## src/rtl/boot_pkg.sv

```systemverilog
`default_nettype none
//------------------------------------------------------------------------------
// Module   : boot_pkg
// Purpose  : Shared state encoding and frame constants for the boot image sender.
// Revision : 1.0 - initial release
//------------------------------------------------------------------------------
package boot_pkg;

    typedef logic [2:0] boot_state_t;

    localparam boot_state_t c_ST_IDLE   = 3'd0;
    localparam boot_state_t c_ST_HDR_LO = 3'd1;
    localparam boot_state_t c_ST_HDR_HI = 3'd2;
    localparam boot_state_t c_ST_DATA   = 3'd3;
    localparam boot_state_t c_ST_GAP    = 3'd4;
    localparam boot_state_t c_ST_FIN    = 3'd5;

    // Load address the boot ROM copies the image to.
    localparam logic [31:0] BOOT_BASE_ADDR = 32'h1000_0000;
    localparam int          FRAME_BITS     = 10;

endpackage
`default_nettype wire

```

## src/rtl/uart_tx_8n1.sv

```systemverilog
`default_nettype none
//------------------------------------------------------------------------------
// Module   : uart_tx_8n1
// Purpose  : 8N1 serializer; accepts the next byte on the final cycle of a stop bit.
// Revision : 1.0 - initial release
//------------------------------------------------------------------------------
module uart_tx_8n1
    import boot_pkg::*;
#(
    parameter int CLKS_PER_BIT = 432
) (
    input  logic       clk,
    input  logic       reset_n,
    input  logic [7:0] data,
    input  logic       valid,
    output logic       ready,
    output logic       tx
);

    localparam int                 c_CNT_W    = (CLKS_PER_BIT > 1) ? $clog2(CLKS_PER_BIT) : 1;
    localparam logic [c_CNT_W-1:0] c_CNT_LAST = c_CNT_W'(CLKS_PER_BIT - 1);
    localparam logic [3:0]         c_BIT_LAST = 4'(FRAME_BITS - 1);

    logic                  r_active;
    logic [c_CNT_W-1:0]    r_cnt;
    logic [3:0]            r_bit;
    logic [FRAME_BITS-1:0] r_shift;

    logic w_bit_end;
    logic w_frame_end;

    assign w_bit_end   = (r_cnt == c_CNT_LAST);
    assign w_frame_end = r_active && w_bit_end && (r_bit == c_BIT_LAST);
    assign ready       = !r_active || w_frame_end;
    // Ones are shifted in behind the frame so the line rests at mark.
    assign tx          = r_shift[0];

    always_ff @(posedge clk or negedge reset_n) begin
        if (!reset_n) begin
            r_active <= 1'b0;
            r_cnt    <= '0;
            r_bit    <= '0;
            r_shift  <= '1;
        end else if (valid && ready) begin
            r_active <= 1'b1;
            r_cnt    <= '0;
            r_bit    <= '0;
            r_shift  <= {1'b1, data, 1'b0};
        end else if (r_active) begin
            if (w_bit_end) begin
                r_cnt   <= '0;
                r_shift <= {1'b1, r_shift[FRAME_BITS-1:1]};
                if (r_bit == c_BIT_LAST) begin
                    r_active <= 1'b0;
                    r_bit    <= '0;
                end else begin
                    r_bit <= r_bit + 4'd1;
                end
            end else begin
                r_cnt <= r_cnt + 1'b1;
            end
        end
    end

endmodule
`default_nettype wire

```

## src/rtl/boot_image_tx.sv

```systemverilog
`default_nettype none
//------------------------------------------------------------------------------
// Module   : boot_image_tx
// Purpose  : Streams a length header plus image bytes to the UART bootloader.
// Revision : 1.0 - initial release
//------------------------------------------------------------------------------
module boot_image_tx
    import boot_pkg::*;
#(
    parameter int CLKS_PER_BIT = 432,
    parameter int GAP_BITS     = 0,
    parameter int AW           = 16
) (
    input  logic          clk,
    input  logic          reset_n,
    input  logic          start,
    input  logic [AW-1:0] len,
    output logic [AW-1:0] mem_addr,
    output logic          mem_rd,
    input  logic [7:0]    mem_data,
    output logic          tx,
    output logic          busy,
    output logic          done,
    output logic          err
);

    localparam int                 c_GAP_CYC  = GAP_BITS * CLKS_PER_BIT;
    localparam int                 c_GAP_W    = (c_GAP_CYC > 1) ? $clog2(c_GAP_CYC) : 1;
    localparam logic [c_GAP_W-1:0] c_GAP_LAST = c_GAP_W'((c_GAP_CYC > 0) ? (c_GAP_CYC - 1) : 0);
    localparam bit                 c_HAS_GAP  = (GAP_BITS > 0);

    boot_state_t        r_state;
    boot_state_t        r_after;
    logic [AW-1:0]      r_len;
    logic [AW-1:0]      r_remain;
    logic [AW-1:0]      r_addr;
    logic [7:0]         r_hold;
    logic               r_mem_rd;
    logic               r_rd_q;
    logic [c_GAP_W-1:0] r_gap_cnt;
    logic               r_busy;
    logic               r_done;
    logic               r_err;

    logic        w_ready;
    logic        w_valid;
    logic [7:0]  w_data;
    logic [7:0]  w_len_hi;
    logic        w_len_ok;
    logic        w_accept;
    logic        w_frame_end;
    logic        w_gap_end;
    logic        w_go;
    boot_state_t w_next;
    boot_state_t w_kind;

    // A zero low byte would look like "no length yet" to the boot ROM.
    assign w_len_ok    = (len != '0) && (len[7:0] != 8'h00);
    assign w_accept    = (r_state == c_ST_IDLE) && start && w_len_ok && w_ready;
    assign w_len_hi    = 8'(r_len >> 8);
    assign w_frame_end = w_ready && ((r_state == c_ST_HDR_LO) ||
                                     (r_state == c_ST_HDR_HI) ||
                                     (r_state == c_ST_DATA));
    assign w_gap_end   = (r_state == c_ST_GAP) && (r_gap_cnt == c_GAP_LAST);
    assign w_go        = w_gap_end || (w_frame_end && !c_HAS_GAP);
    assign w_kind      = (r_state == c_ST_GAP) ? r_after : w_next;

    always_comb begin
        w_next = c_ST_FIN;
        case (r_state)
            c_ST_HDR_LO: w_next = c_ST_HDR_HI;
            c_ST_HDR_HI: w_next = c_ST_DATA;
            default:     w_next = (r_remain == '0) ? c_ST_FIN : c_ST_DATA;
        endcase
    end

    always_comb begin
        w_valid = 1'b0;
        w_data  = len[7:0];
        if (w_accept) begin
            w_valid = 1'b1;
            w_data  = len[7:0];
        end else if (w_go && (w_kind == c_ST_HDR_HI)) begin
            w_valid = 1'b1;
            w_data  = w_len_hi;
        end else if (w_go && (w_kind == c_ST_DATA)) begin
            w_valid = 1'b1;
            w_data  = r_hold;
        end
    end

    always_ff @(posedge clk or negedge reset_n) begin
        if (!reset_n) begin
            r_state   <= c_ST_IDLE;
            r_after   <= c_ST_IDLE;
            r_len     <= '0;
            r_remain  <= '0;
            r_addr    <= '0;
            r_hold    <= '0;
            r_mem_rd  <= 1'b0;
            r_rd_q    <= 1'b0;
            r_gap_cnt <= '0;
            r_busy    <= 1'b0;
            r_done    <= 1'b0;
            r_err     <= 1'b0;
        end else begin
            r_done   <= 1'b0;
            r_err    <= 1'b0;
            r_mem_rd <= 1'b0;
            r_rd_q   <= r_mem_rd;
            if (r_rd_q) begin
                r_hold <= mem_data;
            end
            if (r_mem_rd && (r_addr != (r_len - AW'(1)))) begin
                r_addr <= r_addr + AW'(1);
            end

            case (r_state)
                c_ST_IDLE: begin
                    if (start && !w_len_ok) begin
                        r_err <= 1'b1;
                    end else if (w_accept) begin
                        r_len    <= len;
                        r_remain <= len;
                        r_addr   <= '0;
                        r_busy   <= 1'b1;
                        r_state  <= c_ST_HDR_LO;
                    end
                end
                c_ST_HDR_LO, c_ST_HDR_HI, c_ST_DATA: begin
                    if (w_frame_end && c_HAS_GAP) begin
                        r_state   <= c_ST_GAP;
                        r_after   <= w_next;
                        r_gap_cnt <= '0;
                    end
                end
                c_ST_GAP: r_gap_cnt <= r_gap_cnt + 1'b1;
                default:  r_state   <= c_ST_IDLE;
            endcase

            // Launching the next item overrides the per-state bookkeeping above.
            if (w_go) begin
                case (w_kind)
                    c_ST_HDR_HI: begin
                        r_state  <= c_ST_HDR_HI;
                        r_mem_rd <= 1'b1;
                    end
                    c_ST_DATA: begin
                        r_state  <= c_ST_DATA;
                        r_remain <= r_remain - AW'(1);
                        if (r_remain > AW'(1)) begin
                            r_mem_rd <= 1'b1;
                        end
                    end
                    default: begin
                        r_state <= c_ST_FIN;
                        r_busy  <= 1'b0;
                        r_done  <= 1'b1;
                    end
                endcase
            end
        end
    end

    uart_tx_8n1 #(
        .CLKS_PER_BIT(CLKS_PER_BIT)
    ) u_uart (
        .clk    (clk),
        .reset_n(reset_n),
        .data   (w_data),
        .valid  (w_valid),
        .ready  (w_ready),
        .tx     (tx)
    );

    assign mem_addr = r_addr;
    assign mem_rd   = r_mem_rd;
    assign busy     = r_busy;
    assign done     = r_done;
    assign err      = r_err;

endmodule
`default_nettype wire
```

## config.mk

```make
export PLATFORM = sky130hd
export DESIGN_NAME = boot_image_tx
export DESIGN_NICKNAME = d
export VERILOG_FILES = /design/src/rtl/boot_pkg.sv /design/src/rtl/uart_tx_8n1.sv /design/src/rtl/boot_image_tx.sv
export SDC_FILE = /design/constraint.sdc
export NUM_CORES = 1
export LEC_CHECK = 0
export CAP_MARGIN = 30
export CORE_UTILIZATION = 58
export DETAILED_ROUTE_END_ITERATION = 10
export DONT_BUFFER_PORTS = 1
export PLACE_DENSITY_LB_ADDON = 0.25
export SYNTH_ARGS = -nofsm -noshare
export SYNTH_HDL_FRONTEND = slang
export SYNTH_SLANG_ARGS = --single-unit
```

## constraint.sdc

```tcl
create_clock -name clk -period 2.7 [get_ports clk]
set_input_delay 0.54 -clock clk [delete_from_list [all_inputs] [get_ports clk]]
set_output_delay 0.54 -clock clk [all_outputs]
set_load 0.005 [all_outputs]
```

==> out/metrics.csv <==
stage;metric;value;unit
global_routing;number of global-route vias before repair;4564;
routing;antenna viol nets, final;0;
run_status;outcome;complete, but fails checks;
routing;final wirelength;14600;um
sta;Worst Clk Skew;0.0126;ns
placement;number of port buffers;0;
placement;DP Area;5520;um2
floorplanning;Die X;96.3;um
floorplanning;Ports;48;
final_layout;Layout Nets;667;
floorplanning;Die Span Y;96.3;um
critical_path;Critical Path AT;3.10;ns
clock_network;clk buf depth;2;
power;power density over the cells;409;nW/um2
sta;Slew headroom;0.655;
global_routing;grt met3 use;0.0585;
global_routing;GRT Total Usage;0.321;
critical_path;Most common cell on crit path;a21oi_2;
global_routing;total congestion overflow;0;
placement;HPWL after DPL;9740;um
floorplanning;total core area;8680;um2
logic_synthesis;top cells by area, synth;dfrtp_1, nand2_1, dfstp_2;
sta;final critical-path share of the clock period;1.04;
sta;unrepaired setup endpoints after global routing;yes;
logic_synthesis;Top FF cell, synth;dfrtp_1;
clock_network;clock root buffer;clkbuf_8;
global_routing;GRT busiest layer;met2;
critical_path;slowest cell on the critical path;or4_1;
logic_synthesis;synthesized area;5150;um2
critical_path;CP Depth;10;
logic_synthesis;EDFF count, synth;0;
logic_synthesis;area share of the largest cell type after synthesis;0.384;
logic_synthesis;register area share after synthesis;0.429;
logic_synthesis;Netlist cell types;65;
routing;Via Count;4974;
final_layout;Final Instance Area;6090;um2
critical_path;CP peak stage delay;0.50;ns
critical_path;cells on worst reg2reg path;10;
critical_path;worst-path fanout max;8;
floorplanning;Core Rows;34;
clock_network;CTS tree;yes;
clock_network;Num Clock Sinks;88;
logic_synthesis;cell taking the most area after synthesis;dfrtp_1;
sta;setup ws final;-0.103;ns
placement;Routability Congestion;0.939;
critical_path;CP top delay family;simple AND/OR/NAND/NOR gates;
global_routing;initial antenna violation count;0;
critical_path;nature of the critical path startpoint;flip-flop;
routing;Via density;6.68;
sta;final hold violations;0;
logic_synthesis;#FFs+latches synth;88;
critical_path;worst r2r src;r_len[1];
sta;Fmax achieved;357;MHz
floorplanning;die area;9270;um2
global_routing;first-pass GRT wire length;22400;um
sta;actual slew at the worst max-slew pin;0.517;ns
clock_network;clock-pin slew on the worst setup and hold paths;0.09;ns
critical_path;critical path class;flip-flop to flip-flop;
final_layout;Antenna Cells;0;
global_routing;GR met1 Demand/Resource;0.413;
critical_path;Critical Path Sink Type;flip-flop;
run_status;failing checks;negative setup slack;
critical_path;reg2reg setup slack;-0.10;ns
final_layout;proportion of layout cells with a drive suffix above 1;0.226;
final_layout;area delta synth->final;18.3;%
critical_path;r2r endpoint;mem_addr[7];
job;max_cap viols;0;
power;LEAKAGE;2.53;nW
routing;DRT iter0 DRCs;388;
logic_synthesis;ys async rst share;1.00;
sta;Slew Limit Fails;0;
final_layout;fillers;685;
power;Total Power;2.49;mW
logic_synthesis;Synth Net Count;619;
final_layout;final std cells w/o fill;745;
critical_path;cells along the critical path;buf_6 > inv_4 > ha_4 > or4b_4 > or3_1 > a21oi_2 > nor4_4 > o2111a_2 > or4_1 > a21oi_2;
sta;Final setup violation count;10;
global_routing;GR Layer Usage met2;0.525;
global_routing;largest net degree at the start of global routing;80;
clock_network;H-tree Lvls;3;
logic_synthesis;syn avg cell area;8.82;um2
hold_path;Hold Path Class;input pin to asynchronous set/reset pin;
clock_network;clk_lat worst skew;0.36;ns
logic_synthesis;Synth warnings;3;
clock_network;cts bufs inserted;9;
routing;DR WL/cell;19.5;um
logic_synthesis;Cells after Synth;584;
critical_path;Setup crit start;r_len[1];
sta;Min Clock Period, post-route;2.80;ns
floorplanning;initial core utilization;0.594;
critical_path;CP Buf/Inv Count;2;
critical_path;Worst EP required;3.00;ns
power;VDD IR-drop max;281;uV
routing;drt pass-1 iters;6;
routing;DRC Markers;0;
placement;dpl cells;714;
[report_power, final]
| group | switching (mW) | internal, mW | total (mW) |
|---|---|---|---|
| Combinational | 0.0275 | 0.0131 | 0.0406 |
| Clock | 0.482 | 0.643 | 1.12 |
| Sequential | 0.00354 | 1.32 | 1.33 |
| Total | 0.513 | 1.98 | 2.49 |
[synth_stat cells (10+ instances only)]
master and instances:
nor3_1 10, or3_1 18, nand2_1 78, o21ai_0 35, dfrtp_1 79, nand3_1 20, nor2_1 56, a21oi_1 31
or4_1 12, xnor2_1 10, inv_1 17, o22ai_1 12, a31oi_1 13, clkbuf_1 18, nand4_1 11
[cells by family (layout without fill, tap and decap cells)]
kind of cell               count (synthesis)  after routing  synth area share
muxes                                     12             12            0.0252
xor gates and xnor gates                  15             15            0.0255
adders and majority gates                  8              8            0.0194
and+or+nand+nor                          258            258             0.253
buffers and inverters                     46             97            0.0418
AOI/OAI and AO/OA                        157            159             0.205
DFF                                       88             88             0.429
[state kept, by name, summed over array words and instances, names as in the netlist]
| register | flops |
|---|---|
| busy | 1 |
| done | 1 |
| err | 1 |
| mem_addr | 16 |
| mem_rd | 1 |
| r_gap_cnt | 1 |
| r_hold | 8 |
| r_len | 16 |
| r_rd_q | 1 |
| r_remain | 16 |
| r_state | 3 |
| u_uart.r_active | 1 |
| u_uart.r_bit | 4 |
| u_uart.r_cnt | 9 |
| u_uart.r_shift | 9 |
[cell usage in the layout (no fill, tap or decap), drive strengths merged, types with 3 or more instances in the layout]
cell type,n
a211o,5
dfstp,9
bufinv,3
nor2b,3
clkbuf,11
buf,63
nand4,11
o21ai,41
a21boi,3
ha,8
o22ai,12
o31ai,8
dfrtp,79
inv,18
xnor2,10
a21oi,34
or3,19
xor2,5
a211oi,5
nand2,78
mux2i,4
nand3,20
mux2,8
and2,6
nor4,10
o2111a,4
o311ai,3
and3,9
nor2,56
or4,12
o211ai,9
a31oi,13
nand2b,9
nor3,10
nand3b,4
a31o,3
a311oi,4
[per-layer routing]
| layer | vias to the layer above | share of wire |
|---|---|---|
| met3 | 63 | 0.073 |
| li1 | 2248 | - |
| met5 | - | 0 |
| met1 | 2422 | 0.41 |
| met2 | 241 | 0.48 |
| met4 | 0 | 0.039 |
[per-stage QoR]
| step | worst slack [ns] | hold slack [ns] | TNS, ns | utilization |
|---|---|---|---|---|
| 2_1_floorplan | 0.0543 | 0.244 | 0 | - |
| 3_3_place_gp | -0.0968 | 0.247 | -0.683 | 0.636 |
| 3_5_place_dp | -0.193 | 0.248 | -1.89 | 0.636 |
| 4_1_cts | -0.0179 | 0.00397 | -0.0179 | 0.686 |
| 5_1_grt | -0.150 | 0.000585 | -1.23 | 0.702 |
| 6_report | -0.103 | 0.0103 | -0.579 | 0.702 |
[repair_timing]
item                                    in CTS  in global routing
buffers inserted                             8                  2
cloned                                       2                  1
endpoints found under the setup margin      16                 30
hold endpoints to repair                    79                  2
hold buffers                                 1                  1
pin swaps                                    7                 16
gates resized for setup                     19                 30
[worst max path at each step]
stage | end | slack (ns)
4_1_cts | mem_addr[13] | -0.02
5_1_grt | mem_addr[13] | -0.15
6_report | mem_addr[7] | -0.10
3_3_place_gp | mem_addr[13] | -0.1
3_5_place_dp | mem_addr[4] | -0.19
2_1_floorplan | mem_addr[1] | 0.05
[area by class of cell]
cell class | instances | area (um2) | area share
multi-input combinational | 452 | 2900 | 0.476
inverter | 17 | 68.8 | 0.0113
sequential | 88 | 2220 | 0.364
clock inverter | 5 | 104 | 0.0170
timing repair buffer | 64 | 527 | 0.0864
tap | 108 | 135 | 0.0222
clock buffer | 11 | 141 | 0.0232
(Power assumes the default switching activity.)
